`src/rtl/lcd_text_driver.sv`:
```
// HD44780 8-bit text driver: power-on init, then endless refresh of two 16-char lines from char_in.
// Define LCD_FRAME_DONE_EN to get a one-clk frame_done pulse on the last character's ELO tick.
`timescale 1ns/1ps
module lcd_text_driver #(
    parameter int TICK_DIV  = 50000,
    parameter int PWR_TICKS = 20,
    parameter int CLR_TICKS = 2
) (
    input  logic       clk,
    input  logic       rst,
    input  logic [7:0] char_in,
    output logic [4:0] index,
    output logic       lcd_rs,
    output logic       lcd_rw,
    output logic       lcd_e,
    output logic [7:0] lcd_data,
    output logic       frame_done
);

    localparam int CNT_W    = (TICK_DIV > 1) ? $clog2(TICK_DIV) : 1;
    localparam int WAIT_MAX = (PWR_TICKS > CLR_TICKS) ? PWR_TICKS : CLR_TICKS;
    localparam int WAIT_W   = (WAIT_MAX > 1) ? $clog2(WAIT_MAX + 1) : 1;
    localparam logic [CNT_W-1:0]  TICK_LAST = CNT_W'(TICK_DIV - 1);
    localparam logic [WAIT_W-1:0] PWR_LAST  = WAIT_W'(PWR_TICKS - 1);
    localparam logic [WAIT_W-1:0] CLR_LAST  = WAIT_W'(CLR_TICKS - 1);

    typedef enum logic [3:0] {
        S_PWR_WAIT, S_FUNC_SET, S_DISP_ON, S_ENTRY, S_CLEAR,
        S_CLR_WAIT, S_LINE1, S_CHARS1, S_LINE2, S_CHARS2
    } state_t;

    typedef enum logic [1:0] {PH_ADDR, PH_SETUP, PH_EHI, PH_ELO} phase_t;

    state_t            r_state, w_stateNext;
    phase_t            r_phase, w_phaseNext;
    logic [CNT_W-1:0]  r_tickCnt;
    logic [WAIT_W-1:0] r_wait, w_waitNext;
    logic [3:0]        r_col, w_colNext;
    logic [4:0]        r_index, w_indexNext;
    logic [7:0]        r_data, w_dataNext;
    logic              r_rs, w_rsNext;
    logic              r_e, w_eNext;
    logic              w_tick;
    logic              w_isData;
    logic [7:0]        w_cmdByte;
    logic [3:0]        w_colInc;

    assign w_tick   = (r_tickCnt == TICK_LAST);
    assign w_isData = (r_state == S_CHARS1) || (r_state == S_CHARS2);
    assign w_colInc = r_col + 4'd1;

    always_comb begin
        case (r_state)
            S_FUNC_SET: w_cmdByte = 8'h38;
            S_DISP_ON:  w_cmdByte = 8'h0C;
            S_ENTRY:    w_cmdByte = 8'h06;
            S_CLEAR:    w_cmdByte = 8'h01;
            S_LINE2:    w_cmdByte = 8'hC0;
            default:    w_cmdByte = 8'h80;
        endcase
    end

    always_ff @(posedge clk) begin
        if (rst) begin
            r_tickCnt <= '0;
            r_state   <= S_PWR_WAIT;
            r_phase   <= PH_ADDR;
            r_wait    <= '0;
            r_col     <= '0;
            r_index   <= '0;
            r_data    <= 8'h00;
            r_rs      <= 1'b0;
            r_e       <= 1'b0;
        end else begin
            r_tickCnt <= w_tick ? '0 : r_tickCnt + 1'b1;
            r_state   <= w_stateNext;
            r_phase   <= w_phaseNext;
            r_wait    <= w_waitNext;
            r_col     <= w_colNext;
            r_index   <= w_indexNext;
            r_data    <= w_dataNext;
            r_rs      <= w_rsNext;
            r_e       <= w_eNext;
        end
    end

    // Outputs are registered; each tick loads the values of the phase being entered.
    always_comb begin
        w_stateNext = r_state;
        w_phaseNext = r_phase;
        w_waitNext  = r_wait;
        w_colNext   = r_col;
        w_indexNext = r_index;
        w_dataNext  = r_data;
        w_rsNext    = r_rs;
        w_eNext     = r_e;
        if (w_tick) begin
            case (r_state)
                S_PWR_WAIT: begin
                    if (r_wait == PWR_LAST) begin
                        w_stateNext = S_FUNC_SET;
                        w_waitNext  = '0;
                    end else begin
                        w_waitNext = r_wait + 1'b1;
                    end
                end
                S_CLR_WAIT: begin
                    if (r_wait == CLR_LAST) begin
                        w_stateNext = S_LINE1;
                        w_waitNext  = '0;
                        w_indexNext = 5'd0;
                    end else begin
                        w_waitNext = r_wait + 1'b1;
                    end
                end
                default: begin
                    case (r_phase)
                        PH_ADDR: begin
                            w_phaseNext = PH_SETUP;
                            w_rsNext    = w_isData;
                            w_dataNext  = w_isData ? char_in : w_cmdByte;
                        end
                        PH_SETUP: begin
                            w_phaseNext = PH_EHI;
                            w_eNext     = 1'b1;
                        end
                        PH_EHI: begin
                            w_phaseNext = PH_ELO;
                            w_eNext     = 1'b0;
                        end
                        default: begin
                            w_phaseNext = PH_ADDR;
                            // Index moves only when entering a data transfer or the line-1 home.
                            case (r_state)
                                S_FUNC_SET: w_stateNext = S_DISP_ON;
                                S_DISP_ON:  w_stateNext = S_ENTRY;
                                S_ENTRY:    w_stateNext = S_CLEAR;
                                S_CLEAR: begin
                                    w_stateNext = (CLR_TICKS == 0) ? S_LINE1 : S_CLR_WAIT;
                                    w_indexNext = 5'd0;
                                end
                                S_LINE1: begin
                                    w_stateNext = S_CHARS1;
                                    w_colNext   = 4'd0;
                                    w_indexNext = 5'd0;
                                end
                                S_CHARS1: begin
                                    if (r_col == 4'd15) begin
                                        w_stateNext = S_LINE2;
                                    end else begin
                                        w_colNext   = w_colInc;
                                        w_indexNext = {1'b0, w_colInc};
                                    end
                                end
                                S_LINE2: begin
                                    w_stateNext = S_CHARS2;
                                    w_colNext   = 4'd0;
                                    w_indexNext = 5'd16;
                                end
                                S_CHARS2: begin
                                    if (r_col == 4'd15) begin
                                        w_stateNext = S_LINE1;
                                        w_indexNext = 5'd0;
                                    end else begin
                                        w_colNext   = w_colInc;
                                        w_indexNext = {1'b1, w_colInc};
                                    end
                                end
                                default: w_stateNext = S_PWR_WAIT;
                            endcase
                        end
                    endcase
                end
            endcase
        end
    end

    assign index    = r_index;
    assign lcd_rs   = r_rs;
    assign lcd_rw   = 1'b0;
    assign lcd_e    = r_e;
    assign lcd_data = r_data;

`ifdef LCD_FRAME_DONE_EN
    assign frame_done = !rst && w_tick && (r_state == S_CHARS2) &&
                        (r_phase == PH_ELO) && (r_col == 4'd15);
`else
    assign frame_done = 1'b0;
`endif

endmodule
```
`config.mk`:
```
export PLATFORM = sky130hd
export DESIGN_NAME = lcd_text_driver
export DESIGN_NICKNAME = d
export VERILOG_FILES = /design/src/rtl/lcd_text_driver.sv
export SDC_FILE = /design/constraint.sdc
export NUM_CORES = 1
export LEC_CHECK = 0
export CORE_ASPECT_RATIO = 0.5
export CORE_MARGIN = 3
export CORE_UTILIZATION = 63
export DETAILED_ROUTE_END_ITERATION = 10
export DONT_BUFFER_PORTS = 1
export GPL_ROUTABILITY_DRIVEN = 0
export MAX_ROUTING_LAYER = met4
export PLACE_DENSITY = 0.83
export SYNTH_ARGS = -nofsm -noshare
export SYNTH_HDL_FRONTEND = slang
export SYNTH_SLANG_ARGS = --single-unit
```
`constraint.sdc`:
```
create_clock -name clk -period 2.4 [get_ports clk]
set_input_delay 0.12 -clock clk [delete_from_list [all_inputs] [get_ports clk]]
set_output_delay 0.12 -clock clk [all_outputs]
set_load 0.01 [all_outputs]
```
**After elaboration in Yosys (flattened, before gate mapping)**

Index checks and enable logic that the tools add are counted.
W data, S select, Z words.

- Output and inout port bits: 17
- Input bits: 10
- Register bits: 46
- Logic and storage cells: 80

- Muxes and demuxes: 22
- Add/subtract/negate cells: 3
- Bitwise operators: 3
- Reductions and logical operators: 20
- Eq/ne operators: 23

Operators by type and width:

| cell | count |
|---|---|
| $pmux W8 S5 | 1 |
| $pmux W4 S8 | 1 |
| $mux W5 | 6 |
| $mux W4 | 6 |
| $pmux W5 S2 | 2 |
| $pmux W5 S4 | 1 |
| $add A16 B1 Y16 const B | 1 |
| $eq A16 B16 Y1 const B | 1 |
| $eq A4 B3 Y1 const B | 4 |
| $pmux W4 S2 | 2 |
| $eq A4 B4 Y1 const B | 3 |
| $reduce_and A6 Y1 | 2 |
| $reduce_or A2 Y1 | 5 |
| $eq A4 B2 Y1 const B | 2 |
| $mux W8 | 1 |
| $ne A4 B1 Y1 const B | 2 |
| $ne A2 B2 Y1 const B | 3 |
| $pmux W2 S3 | 1 |
| $reduce_and A3 Y1 | 2 |
| $reduce_bool A2 Y1 | 3 |
| $add A5 B1 Y5 const B | 1 |
| $eq A5 B1 Y1 const B | 1 |
| $eq A5 B5 Y1 const B | 1 |
| $reduce_and A5 Y1 | 1 |
| other kinds (15) | 18 |

**Logic depth before layout (Yosys ltp)**

Gate-level depths: netlist (run 1).

- Depth after elaboration: 5
- Gate-level depth with buffers: 8
- Depth with buffers taken out: 7

**Least setup slack after synthesis (run 1)**

No wires, ideal clock.

- Path type: register to register
- Start: reg r_wait[0]
- End: reg r_state[1]
- Data required time: 2.268 ns
- Setup time: 0.132 ns
- Stages on the path, launching flop included: 7
- Clock period less this slack: 1.869 ns
- Buffers on the path: 0
- Data arrival time: 1.737 ns
- Setup slack: 0.531 ns
- Path through: dfxtp_1 -> ha_1 -> nor4bb_1 -> nor3_1 -> a2111oi_4 -> mux2i_1 -> a21oi_1

- Cells in the longest elaborated chain, start to end: 3
- Elaborated cells on any way between the ends: 5
- Classes of those cells: 4 x eq/ne; 1 x reduce/logical

RTL lines:

| item | line | source |
|---|---|---|
| start, declared | 37 | `logic [WAIT_W-1:0] r_wait, w_waitNext;` |
| start signal, assigned | 78 | `r_wait <= w_waitNext;` |
| $eq A5 B1 Y1 or $eq A5 B5 Y1 (tied branches) | 108, 100 |  |
| $ne A2 B2 Y1 (no line) | - |  |
| $reduce_and A6 Y1 (no line) (*) | - |  |
| end signal, assigned | 76 | `r_state <= w_stateNext;` |
| end, declared | 34 | `state_t r_state, w_stateNext;` |

Mark *: on every way between the ends. The rest lies on a longest branch, timed or not.
A chain may end at the register's enable or synchronous reset.

**Final worst setup path (run 1)**

- Start: reg r_state[2]
- End: reg r_wait[2]

- Cells in the longest elaborated chain, start to end: 3
- Elaborated cells on any way between the ends: 5
- Classes of those cells: 1 x eq/ne; 1 x mux; 3 x reduce/logical

RTL lines:

| item | line | source |
|---|---|---|
| $eq A4 B3 Y1 or $logic_not A4 Y1 (tied branches) | 98 | `case (r_state)` |
| $reduce_bool A2 Y1 (no line) | - |  |
| $reduce_and A2 Y1 (no line) | - |  |

Parallel ways exist; a longest one is shown, timed or not.

==> results.toml, run 1 <==
[run_status]
outcome = "complete, no violations"

[yosys]
synth-simple-area-share_pct = 31.6
synth_seq_cells = 46
synthCells = 307
synth-compound-area-share_pct = 15.6
ys_seq_area_share_pct = 35.4
yosysWarnings = 0
synthArstFlopShare_pct = 0
synthFlopType = "dfxtp_1"
avgSynthCellArea_um2 = 8.48
synth_top_family_by_area = "simple AND/OR/NAND/NOR gates"
synth_mux_area_share_pct = 2.36
synth-edff-count = 0
yosysUniqueCellTypes = 57
synthAdderAreaFrac_pct = 3.37
synthXorXnorAreaFrac_pct = 6.06
synth_area_um2 = 2600

[grt]
grt_first_pass_wirelength_mm = 8.80
antenna_found_initial = 0
grtUsageTotal_pct = 22.4
grt_max_degree = 31
grt_overflow = 0
grt_pass1_vias = 1933

[final_layout]
insertedDiodeCount = 0
layout-drive-gt1-share_pct = 9.36
multiInputGateArea_um2 = 1540
nNetsFinal = 315
nFillCells = 288
regArea_um2 = 921
synthToLayoutAreaGrowth_pct = 3.41
final_area_um2 = 2690

[floorplan]
io_pins = 27
die_h_um = 51.4
rows = 15
die_w_um = 96.9
start_util_pct = 70.4
core_area_um2 = 3700
die_area_um2 = 4980

[critical_path]
start_kind = "flip-flop"
rr_worst_depth = 5
timing.rr.start = "r_state[2]$_SDFFE_PP0P_"
crit_path_end_kind = "flip-flop"
crit_arrival_ns = 2.45
worstPathMaxFanout = 19
ff2ff_setup_slack_ns = 0.16
critPathKind = "flip-flop to flip-flop"
timing.rr.end = "r_wait[2]$_SDFFE_PP0P_"
required_ns = 2.61

[sta]
rsz0062_at_grt = "false"
setup_viol = 0
fin_skew_ns = 0.00529
setup_tns_ns = 0
fmax_mhz = 447
hold_violations = 0
max_slew_margin_pct = 28.0
tightest_slew_ns = 1.08
fin_crit_sh_pct = 93.3
slew_violations = 0
holdWs_ns = 0.0587
min_period_ns = 2.24

[place]
dpl-instance-area_um2 = 2570
dp_hpwl_mm = 3.69
io_buffers = 0

[power_and_ir_drop]
peakVddDrop_uv = 318
p_leak_nw = 0.900
powerDensity_nw_per_um2 = 516

[cts]
h-tree-depth = 2
ctsHoldBuffers = 1
clockRootBuffer = "clkbuf_8"
clk_latency_ns = 0.29
cts_tree = "built"
cts_buffer_depth = 2
cts_resized = 0
post_cts_buffers = 0
numClockSinks = 46
cts-buffers-inserted = 5
clk_transition_reported_paths_ns = 0.08

[flow_run]
maxCapViolCount = 0

[routing]
viasPerCell = 6.15
drcViolationCount = 0
wirelength_mm = 5.14
wl_per_cell_um = 14.7
dr_total_vias = 2152
final_antenna_net_count = 0
first_iter_violations = 105
first_pass_iters = 6

[worst_hold_path]
hold_path_end = "r_tickCnt[1]$_SDFF_PP0_"
holdCritPathClass = "input pin to flip-flop"
holdPathStages = 2
worstHoldStart = "rst"
## per-layer routing
| layer | vias up | track usage (%) | wire length (µm) |
|---|---|---|---|
| met5 | - | - | 0 |
| met4 | 0 | 6.76 | 70 |
| met3 | 10 | 6.54 | 390 |
| met2 | 70 | 36.9 | 2300 |
| met1 | 988 | 27.2 | 2380 |
| li1 | 1084 | - | - |
## report_power, final
part | internal, mW | switching, mW | total [mW]
Clock | 0.312 | 0.243 | 0.555
Combinational | 0.0180 | 0.0361 | 0.0541
Sequential | 0.768 | 0.0120 | 0.780
Total | 1.10 | 0.291 | 1.39
## flip-flops by register name, indices dropped and copies added, names as in the netlist, 2 cells and up
signal     cells
r_state        4
index          5
r_tickCnt     16
r_col          4
r_wait         5
r_phase        2
lcd_data       8
## worst max-delay path: stages, from the launching register on
cell and delay, ns:
dfxtp_1 0.69, nor4bb_1 0.40, mux2_2 0.42, nor3_1 0.36
a21oi_1 0.14, nor3_1 0.16
## synthesized netlist by cell type, drive strengths merged, types with 4 or more instances
cell	count	share of area, %
dfxtp	46	35
nor2	40	5.8
a21oi	26	5.0
nand2	22	3.2
nand3	17	3.3
buf	14	3.5
o21ai	10	1.9
xor2	10	3.4
nand2b	8	2.2
xnor2	8	2.7
clkbuf	7	1.0
ha	7	3.4
inv	7	1.0
nand4	7	1.9
nor3	7	1.3
a211oi	5	1.4
mux2i	5	1.9
nor2b	5	1.2
and3	4	0.96
and4	4	1.4
## how the worst max path moves through the flow
stage	startpoint	to	cells past startpoint	slack [ns]
3_5_place_dp	r_state[2]$_SDFFE_PP0P_	r_wait[2]$_SDFFE_PP0P_	5	0.21
2_1_floorplan	r_wait[0]$_SDFFE_PP0P_	r_state[1]$_SDFFE_PP0P_	6	0.53
6_report	r_state[2]$_SDFFE_PP0P_	r_wait[2]$_SDFFE_PP0P_	5	0.16
3_3_place_gp	r_state[2]$_SDFFE_PP0P_	r_wait[2]$_SDFFE_PP0P_	5	0.31
5_1_grt	r_state[1]$_SDFFE_PP0P_	r_state[1]$_SDFFE_PP0P_	5	0.007
4_1_cts	r_state[2]$_SDFFE_PP0P_	r_wait[2]$_SDFFE_PP0P_	5	0.18
## cells by family (layout without fill, tap and decap cells)
group	after synthesis	count (layout)
and+or+nand+nor	140	140
AOI/OAI and AO/OA	61	61
DFF	46	46
buffers and inverters	28	19
xor gates and xnor gates	18	18
adders and majority gates	7	7
muxes	6	6
other	1	2
## per-stage QoR
stage	utilization, %	total power [mW]	worst slack, ns	cells
2_1_floorplan	-	0.845	0.531	308
3_3_place_gp	69.6	0.841	0.308	341
3_5_place_dp	69.6	0.843	0.208	341
4_1_cts	72.8	1.40	0.180	350
5_1_grt	72.8	1.45	0.00698	350
6_report	72.8	1.39	0.161	350
## final cells by class
| type | instances | share of cell area (%) |
|---|---|---|
| tap | 51 | 2.37 |
| clock buffer | 7 | 2.84 |
| timing repair buffer | 4 | 1.21 |
| multi-input combinational | 234 | 57.3 |
| inverter | 7 | 0.976 |
| clock inverter | 1 | 1.12 |
| sequential | 46 | 34.2 |
## cell usage in the layout (no fill, tap or decap), types with 3 or more instances in the layout
cell / count
dfxtp_1: 46
nand3b_1: 3
mux2i_1: 5
buf_4: 3
nand2b_1: 7
nand3_1: 17
nor2b_1: 5
a211oi_1: 5
a21bo_2: 3
and4bb_2: 3
a21oi_1: 26
nand4_1: 6
nor3_1: 7
clkbuf_8: 5
o21ai_0: 9
ha_1: 7
nand2_1: 22
and3_1: 4
xor2_1: 10
nor2_1: 40
a31oi_1: 3
and4_1: 3
or4_1: 3
inv_1: 7
xnor2_1: 8
Note: power is estimated with default switching activity, not from simulation.
==> run 2, diff against run 1 <==
Settings changed: CELL_PAD_IN_SITES_DETAIL_PLACEMENT set to 1, CELL_PAD_IN_SITES_GLOBAL_PLACEMENT set to 1, CORE_UTILIZATION 63 to 48.
==> run 2 against run 1 <==
Total power rose by 3.5%; sequential cell count stayed put; sequential share of layout area shrank 0.41 points; setup slack improved by 0.035 ns; die area rose by 28%; cell count grew 5.4%; largest cell class unchanged; largest power group unchanged.
==> results.toml, run 2 (synthesis gave the netlist of run 1 again) <==
[run_status]
outcome = "complete, no violations"

[power_and_ir_drop]
power_mw = 1.44
p_leak_nw = 0.911
peakVddDrop_uv = 361
powerDensity_nw_per_um2 = 526

[critical_path]
critPathKind = "flip-flop to flip-flop"
worstPathMaxFanout = 7
crit_path_end_kind = "flip-flop"
crit_arrival_ns = 2.34
start_kind = "flip-flop"
required_ns = 2.54

[final_layout]
final_area_um2 = 2730
top_register = "r_tickCnt"
insertedDiodeCount = 0
nNetsFinal = 316
most-common-layout-cells = "44 x dfxtp_1, 40 x nor2_1, 26 x a21oi_1, 22 x nand2_1, 17 x nand3_1"
final_common_cell = "dfxtp_1"
largest_reg_flops = 16
layout-drive-gt1-share_pct = 10.7
synthToLayoutAreaGrowth_pct = 4.95

[routing]
drcViolationCount = 0
viasPerCell = 5.96
wirelength_mm = 6.36
first_pass_iters = 4
first_iter_violations = 86
final_antenna_net_count = 0
wl_per_cell_um = 17.2
dr_total_vias = 2198

[cts]
cts_tree = "built"
clk_transition_reported_paths_ns = 0.09
clk_latency_ns = 0.31
cts-buffers-inserted = 5
numClockSinks = 46
cts_buffer_depth = 2
post_cts_buffers = 0
h-tree-depth = 2
clockRootBuffer = "clkbuf_8"

[sta]
tightest_slew_ns = 1.18
fin_skew_ns = 0.0139
hold_violations = 0
setup_tns_ns = 0
fin_crit_sh_pct = 91.9
min_period_ns = 2.20
rsz0062_at_grt = "false"
setup_viol = 0
max_slew_margin_pct = 21.0
fmax_mhz = 454
slew_violations = 0

[floorplan]
die_area_um2 = 6390
core_area_um2 = 5070
start_util_pct = 51.4
die_h_um = 58.1
die_w_um = 110
io_pins = 27
rows = 18

[grt]
grt_pass1_vias = 2253
grt_first_pass_wirelength_mm = 10.6
antenna_found_initial = 0
grtUsageTotal_pct = 21.5
grt_max_degree = 31
grt_overflow = 0

[worst_hold_path]
holdCritPathClass = "input pin to flip-flop"

[place]
dp_hpwl_mm = 4.57
dpl-instance-area_um2 = 2610
io_buffers = 0

[flow_run]
maxCapViolCount = 0
[run 2: cell count changes in the layout (fill, tap and decap cells not counted), sizes merged]
cell	delta
buf	+1
clkbuf	-1
[run 2: final timing paths]
path              slack (ns)  depth (start not counted)                  endpoint                    start
hold / removal          0.03                          2  lcd_data[4]$_SDFFE_PP0P_               char_in[4]
setup / recovery        0.20                          6   r_state[1]$_SDFFE_PP0P_   r_wait[0]$_SDFFE_PP0P_
setup reg to reg        0.20                          6   r_state[1]$_SDFFE_PP0P_   r_wait[0]$_SDFFE_PP0P_
hold reg to reg         0.48                          1   r_tickCnt[0]$_SDFF_PP0_  r_tickCnt[0]$_SDFF_PP0_
[run 2: layout make-up]
type	count	area, µm²
fill	610	2340
multi-input combinational	234	1540
sequential	46	923
tap	70	87.6
clock buffer	6	82.6
timing repair buffer	5	40.0
clock inverter	1	30.0
inverter	7	26.3
[run 2: repair_timing]
item	CTS	global route
endpoints found under the setup margin	0	5
gates resized for setup	0	2
hold buffers	1	0
endpoints found under the hold margin	30	0
[run 2: report_power, final]
group	switching [mW]	internal, mW	total (mW)
clock network	0.265	0.333	0.598
registers	0.0132	0.769	0.782
logic	0.0393	0.0181	0.0574
total	0.317	1.12	1.44
[run 2: per-layer routing]
| layer | GRT usage (%) | up-vias | routed length [µm] |
|---|---|---|---|
| met5 | - | - | 0 |
| met4 | 6.49 | 0 | 112 |
| met3 | 5.56 | 15 | 364 |
| met2 | 37.3 | 52 | 2970 |
| met1 | 24.6 | 1064 | 2910 |
| li1 | - | 1067 | - |
[run 2: worst max-delay path, cell delays in order (launching register included)]
cell	delay (ns)
dfxtp_1	0.42
ha_1	0.26
nor4bb_1	0.38
nor3_1	0.14
a2111oi_4	0.53
mux2i_1	0.24
a21oi_1	0.08
[run 2: metrics by stage]
step	setup slack [ns]	util, %	cells	hold slack (ns)
2_1_floorplan	0.531	-	308	0.333
3_3_place_gp	0.300	51.4	361	0.193
3_5_place_dp	0.140	51.4	361	0.195
4_1_cts	0.0737	53.9	369	0.0347
5_1_grt	0.0362	53.9	369	0.0405
6_report	0.196	53.9	369	0.0311
